$ cat src/rtl/seg7_scan_driver.sv
// Time-multiplexed 4-digit common-anode seven-segment driver.
// Scans one digit per prescaler period with a single dead cycle between digits.
module seg7_scan_driver #(
    parameter int SCAN_BITS  = 17,
    parameter int BLINK_BITS = 25
) (
    input  logic        clk,
    input  logic        RST,
    input  logic [15:0] HEXS,
    input  logic [3:0]  points,
    input  logic [3:0]  LES,
    input  logic [3:0]  BLINK,
    output logic [7:0]  SEG,
    output logic [3:0]  AN
);

    logic [SCAN_BITS-1:0]  r_presc;
    logic [BLINK_BITS-1:0] r_blink_cnt;
    logic [1:0]            r_sel;

    logic       w_tick;
    logic       w_bph;
    logic       w_blanked;
    logic [3:0] w_digit;
    logic [6:0] w_dec;
    logic [7:0] w_seg_nxt;
    logic [3:0] w_an_nxt;

    assign w_tick    = &r_presc;
    assign w_bph     = r_blink_cnt[BLINK_BITS-1];
    assign w_digit   = HEXS[4*r_sel +: 4];
    assign w_blanked = LES[r_sel] | (BLINK[r_sel] & w_bph);

    // Active-low {g,f,e,d,c,b,a} glyphs for hex digits.
    always_comb begin
        w_dec = 7'h7F;
        case (w_digit)
            4'h0: w_dec = 7'h40;
            4'h1: w_dec = 7'h79;
            4'h2: w_dec = 7'h24;
            4'h3: w_dec = 7'h30;
            4'h4: w_dec = 7'h19;
            4'h5: w_dec = 7'h12;
            4'h6: w_dec = 7'h02;
            4'h7: w_dec = 7'h78;
            4'h8: w_dec = 7'h00;
            4'h9: w_dec = 7'h10;
            4'hA: w_dec = 7'h08;
            4'hB: w_dec = 7'h03;
            4'hC: w_dec = 7'h46;
            4'hD: w_dec = 7'h21;
            4'hE: w_dec = 7'h06;
            4'hF: w_dec = 7'h0E;
            default: w_dec = 7'h7F;
        endcase
    end

    // The dead cycle on tick keeps the old segment pattern from ghosting onto the next anode.
    always_comb begin
        w_seg_nxt = 8'hFF;
        w_an_nxt  = 4'hF;
        if (!w_tick && !w_blanked) begin
            w_seg_nxt = {~points[r_sel], w_dec};
            w_an_nxt  = ~(4'b0001 << r_sel);
        end
    end

    always_ff @(posedge clk or posedge RST) begin
        if (RST) begin
            r_presc     <= '0;
            r_blink_cnt <= '0;
            r_sel       <= 2'd0;
            SEG         <= 8'hFF;
            AN          <= 4'hF;
        end else begin
            r_presc     <= r_presc + 1'b1;
            r_blink_cnt <= r_blink_cnt + 1'b1;
            if (w_tick) begin
                r_sel <= r_sel + 2'd1;
            end
            SEG <= w_seg_nxt;
            AN  <= w_an_nxt;
        end
    end

endmodule

$ cat config.mk
export PLATFORM = sky130hd
export DESIGN_NAME = seg7_scan_driver
export DESIGN_NICKNAME = d
export VERILOG_FILES = /design/src/rtl/seg7_scan_driver.sv
export SDC_FILE = /design/constraint.sdc
export NUM_CORES = 1
export LEC_CHECK = 0
export ABC_AREA = 1
export BUFFER_PORTS_ARGS = -buffer_cell sky130_fd_sc_hd__buf_2
export CAP_MARGIN = 20
export CORE_UTILIZATION = 30
export CTS_BUF_LIST = sky130_fd_sc_hd__clkbuf_8
export DETAILED_ROUTE_END_ITERATION = 8
export SLEW_MARGIN = 20
export SYNTH_ARGS = -nofsm -noshare
export SYNTH_HDL_FRONTEND = slang
export SYNTH_SLANG_ARGS = --single-unit
$ cat constraint.sdc
create_clock -name clk -period 2.4 [get_ports clk]
set_clock_uncertainty 0.1 [all_clocks]
set_input_delay 0.12 -clock clk [delete_from_list [all_inputs] [get_ports clk]]
set_output_delay 0.12 -clock clk [all_outputs]
set_load 0.02 [all_outputs]
### After elaboration in Yosys (flattened, before gate mapping)

Memories as Yosys holds them, arrays and structs flattened.
Cells that the tools add are included.

* reduce and logical (&&, ||, !) cells: 4
* shifts and indexed selects: 2
* bitwise gates (word level): 4
* multiplexer cells: 8
* add/subtract/negate cells: 3
* order comparisons: 1

Operators by type and width (number)
* $add A25 B1 Y25 const B: 1
* $add A17 B1 Y17 const B: 1
* $reduce_and A17 Y1: 1
* $shiftx A16 B5 Y4: 1
* $mux W8: 1
* $bmux W1 S2: 3
* $mux W4: 1
* $not A4 Y4: 1
* $shl A1 B2 Y4 const A: 1
* $lt A2 B3 Y1 const B: 1
* $mux W1: 3
* $add A2 B1 Y2 const B: 1
* $logic_not A1 Y1: 2
* $and A1 B1 Y1: 1
* $logic_and A1 B1 Y1: 1
* $not A1 Y1: 1
* $or A1 B1 Y1: 1

* ROM bits: 112
* logic and storage cells: 28
* input port bits: 30
* register bits after elaboration: 56
* memories: 1
* output and inout bits: 12

Memory list
* (no name shown): depth 16, width 7, read ports 1, clocked after Yosys merged registers in 0, write ports 0, RTL line 37 `case (w_digit)`

### Depth between registers and ports, before layout

* depth in word-level cells: 7
* depth in mapped cells: 11
* mapped depth without buffers: 11

### Worst setup path after synthesis

OpenSTA, ideal clock, no wires.

* path type: register to register
* from: register r_presc[0]
* to: register SEG[0]
* cell stages (with the launch flop): 12
* required time: 2.217 ns
* clock period less this slack: 1.773 ns
* setup time: 0.083 ns
* path slack: 0.627 ns
* arrival time: 1.590 ns
* buffers on the path: 0
* cell sequence: dfrtp_1 -> ha_1 -> nand2_1 -> nor3b_2 -> and2_2 -> nand3_1 -> nor2_1 -> ha_1 -> nor2_1 -> nand2_2 -> inv_4 -> nand3_1

* word-level cells in the longest chain between the ends: 4

RTL lines
* start, declared: RTL line 17 `logic [SCAN_BITS-1:0] r_presc;`
* start signal, assigned: RTL line 76 `r_presc <= r_presc + 1'b1;`
* $reduce_and A17 Y1: RTL line 29 `assign w_tick = &r_presc;`
* net w_tick: RTL line 21 `logic w_tick;`
* $logic_not A1 Y1: RTL line 62 `if (!w_tick && !w_blanked) begin`
* $logic_and A1 B1 Y1: RTL line 62
* $mux W8: RTL line 62
* net w_seg_nxt[0]: RTL line 26 `logic [7:0] w_seg_nxt;`
* end signal, assigned: RTL line 81 `SEG <= w_seg_nxt;`
* end, declared: RTL line 13 `output logic [7:0] SEG,`

The timed path passes the listed nets, and every way through them passes these cells.
A chain may end at the register's enable or synchronous reset.

### Final worst setup path

* from: register r_presc[0]
* to: register SEG[4]

The elaborated chain is that of the path after synthesis.

==> results.yml <==
floorplanning:
  ios: 42
  start_util: 0.3100
  die_x_um: 105.3
  die_area_sq_mm: 0.01109
  core_sq_mm: 0.01032
  rows: 37
  fp.dieH_um: 105.3
critical_path:
  cp.arrival_ns: 2.08
  cp_cell_sequence: "ha_1 -> nand2_1 -> nor3b_2 -> and2_2 -> nand3_1 -> nor2_1 -> ha_1 -> nor2_1 -> nand2_2 -> inv_4 -> nand3_1"
  cp_slowest_stage_delay_ns: 0.41
  critPathLaunchType: "register"
  r2r_slack_ns: 0.45
  cp_slowest_cell: "dfrtp_1"
  critical_path_class: "register to register"
  worstPathRequired_ns: 2.53
  endpoint_kind: "register"
  crit_path_max_fanout: 10
power:
  clkPwrFrac: 0.357
  vdd.ir_drop.worst_mv: 0.2415
  power.total_uw: 1709
  p_seq_frac: 0.565
  power.density_mw_per_mm2: 465.6
  leakagePower_uw: 0.001731
  switching_share: 0.2271
  switchingPower_uw: 388.1
  p_int_uw: 1321
  pwr-share-comb: 0.078
timing:
  report.final.slew_viol_count: 0
  fin_crit_ns: 1.953
  finalWorstSetupSlack_ns: 0.4475
  hold_viol: 0
  slew_headroom: 0.5504
  setup_viol: 0
  worstMarginPinSlew_ns: 0.6744
  timing.final.crit_share: 0.8136
  fmax_mhz: 512.2
  finalSetupTns_ns: 0
  rsz0062_at_grt: "no"
placed_design:
  port_buffers: 41
  place.gp.congestion: 0.8397
  preCtsSetupSlack_ns: 0.4443
  dp_hpwl_um: 4864
  dpl_cell_area_sq_mm: 0.003550
clocking:
  clk_path_buf_depth: 2
  cts_root_buffer: "clkbuf_8"
  cts_setup_buffers: 0
  numCtsBuffers: 5
  path_clk_slew_ns: 0.09
  cts_hold_buf: 1
  cts_tree: "built"
  insertion_delay_ns: 0.31
  htree_levels: 2
  clkSinkCount: 56
  cts.repair.resized: 0
finish:
  area_growth_syn_to_layout_pct: 14.66
  fill_cells: 1064
  final_nets: 473
  final_area_sq_mm: 0.003670
  diodes: 0
  drive_above_1_share: 0.2390
routing:
  drtPass1Iterations: 4
  drc: 0
  drtIter0Drc: 97
  postRouteAntennaNets: 0
  vias: 2509
  wl_um: 6165
  routed_via_density: 4.425
  detail_route.wl_per_cell_um: 10.87
synthesis:
  synth_xor_area_frac: 0.08757
  ys.warnings.count: 0
  postSynthCellCount: 383
  syn-cell-area_sq_mm: 0.003201
  synth-simple-area-share: 0.3374
  synth_nets: 426
  synth.avg_cell_area_sq_um: 8.357
  synth_top_family_by_area: "simple AND/OR/NAND/NOR gates"
  yosys-mux-area-fraction: 0
  synth_cell_types: 30
  synth_fa_ha_area_frac: 0.05082
  synth-compound-area-share: 0.02033
  ys_seq_elements: 56
  seq_area_frac_synth: 0.4425
worst_hold_path:
  hold_class: "input port to register"
job:
  cap_violations: 0
global_route:
  grt_overflow_total: 0
  grt_pass1_wl_um: 10930
  grt_max_degree: 57
  antenna_found_initial: 0
  track_usage: 0.1235
  grt_pass1_vias: 2510
run_status:
  status: "finished, final reports clean"
==> area by class of cell <==
type / instances / area, sq um / share of cell area
Timing Repair Buffer: 44 / 230.2 / 0.06273
Sequential cell: 56 / 1416 / 0.3860
Tap cell: 136 / 170.2 / 0.04637
Clock inverter: 3 / 41.29 / 0.01125
Inverter: 40 / 155.1 / 0.04228
Multi-Input combinational cell: 283 / 1588 / 0.4327
Clock buffer: 5 / 68.82 / 0.01875
==> cell usage after synthesis <==
master / count / share of area
nor3_2: 1 / 0.0031
o211ai_2: 2 / 0.0078
nor2_2: 4 / 0.0078
nor2_1: 43 / 0.050
buf_4: 1 / 0.0023
nand3_4: 1 / 0.0055
inv_4: 2 / 0.0039
and2_2: 1 / 0.0023
o21ai_0: 5 / 0.0078
xor2_1: 21 / 0.057
xnor2_1: 11 / 0.030
nand2_1: 111 / 0.13
nand3b_1: 2 / 0.0047
nand2_2: 10 / 0.020
nand3_1: 36 / 0.056
dfstp_2: 12 / 0.099
dfrtp_1: 44 / 0.34
nand3_2: 5 / 0.016
nand4_1: 2 / 0.0039
o21ai_2: 1 / 0.0027
o22ai_1: 1 / 0.0020
inv_1: 34 / 0.040
nand2_4: 2 / 0.0070
nor3_4: 1 / 0.0051
nor3_1: 5 / 0.0078
buf_6: 3 / 0.011
nor3b_2: 1 / 0.0039
inv_2: 4 / 0.0047
ha_1: 13 / 0.051
nor2_4: 4 / 0.014
==> routing by layer <==
layer / GRT usage / share of wire
met4: 0.04829 / 0.019
met2: 0.1960 / 0.47
met5: 0 / 0
met1: 0.1614 / 0.48
met3: 0.03092 / 0.037
==> per-stage QoR <==
stage          hold slack [ns]  cells    util
3_5_place_dp            0.2494    558  0.3438
5_1_grt                 0.1310    567  0.3555
4_1_cts                 0.1244    567  0.3555
6_report                0.1434    567  0.3555
2_1_floorplan           0.2177    383       -
3_3_place_gp            0.2486    558  0.3438
==> power by group through the flow <==
stage	clock network [uW]	registers [uW]	logic (uW)
2_1_floorplan	0	998	65.9
3_3_place_gp	0	984	133
3_5_place_dp	0	984	134
4_1_cts	639	966	136
5_1_grt	679	967	150
6_report	610	966	134
==> final timing paths <==
check / startpoint / endpoint / cells after the start
setup / recovery: r_presc[0]$_DFF_PP0_ / SEG[4]$_DFF_PP1_ / 11
hold / removal: points[0] / SEG[7]$_DFF_PP1_ / 4
setup reg to reg: r_presc[0]$_DFF_PP0_ / SEG[4]$_DFF_PP1_ / 11
hold reg to reg: r_presc[0]$_DFF_PP0_ / r_presc[0]$_DFF_PP0_ / 1
max in group asynchronous: RST / r_blink_cnt[14]$_DFF_PP0_ / 4
min in group asynchronous: RST / r_presc[7]$_DFF_PP0_ / 4
==> worst max-delay path, delay by kind of cell, from the launching register on <==
family,cells,cell delay [ns]
simple gates,8,0.82
buf+inv,1,0.11
fa+ha+maj,2,0.44
flops,1,0.41
==> logic make-up (layout without fill, tap and decap cells) <==
group                    count (synthesis)  in the layout
AND/OR/NAND/NOR                        229            229
flip-flops                              56             56
buffers and inverters                   44             92
XOR/XNOR                                32             32
adder cells (fa/ha/maj)                 13             13
AO/OA/AOI/OAI                            9              9
==> registers in the layout, indices dropped and copies added, names as in the netlist <==
signal       flops
r_blink_cnt     25
r_presc         17
SEG              8
AN               4
r_sel            2
==> cell usage in the layout, fill, tap and decap left out, types with 5 or more instances in the layout <==
master / count
nand2_1: 111
dfrtp_1: 44
nor2_1: 43
buf_2: 41
nand3_1: 36
inv_1: 33
xor2_1: 21
ha_1: 13
dfstp_2: 12
xnor2_1: 11
nand2_2: 10
nand3_2: 5
inv_2: 5
nor3_1: 5
o21ai_0: 5
clkbuf_8: 5
No activity file was read; power rests on OpenSTA's default activity.
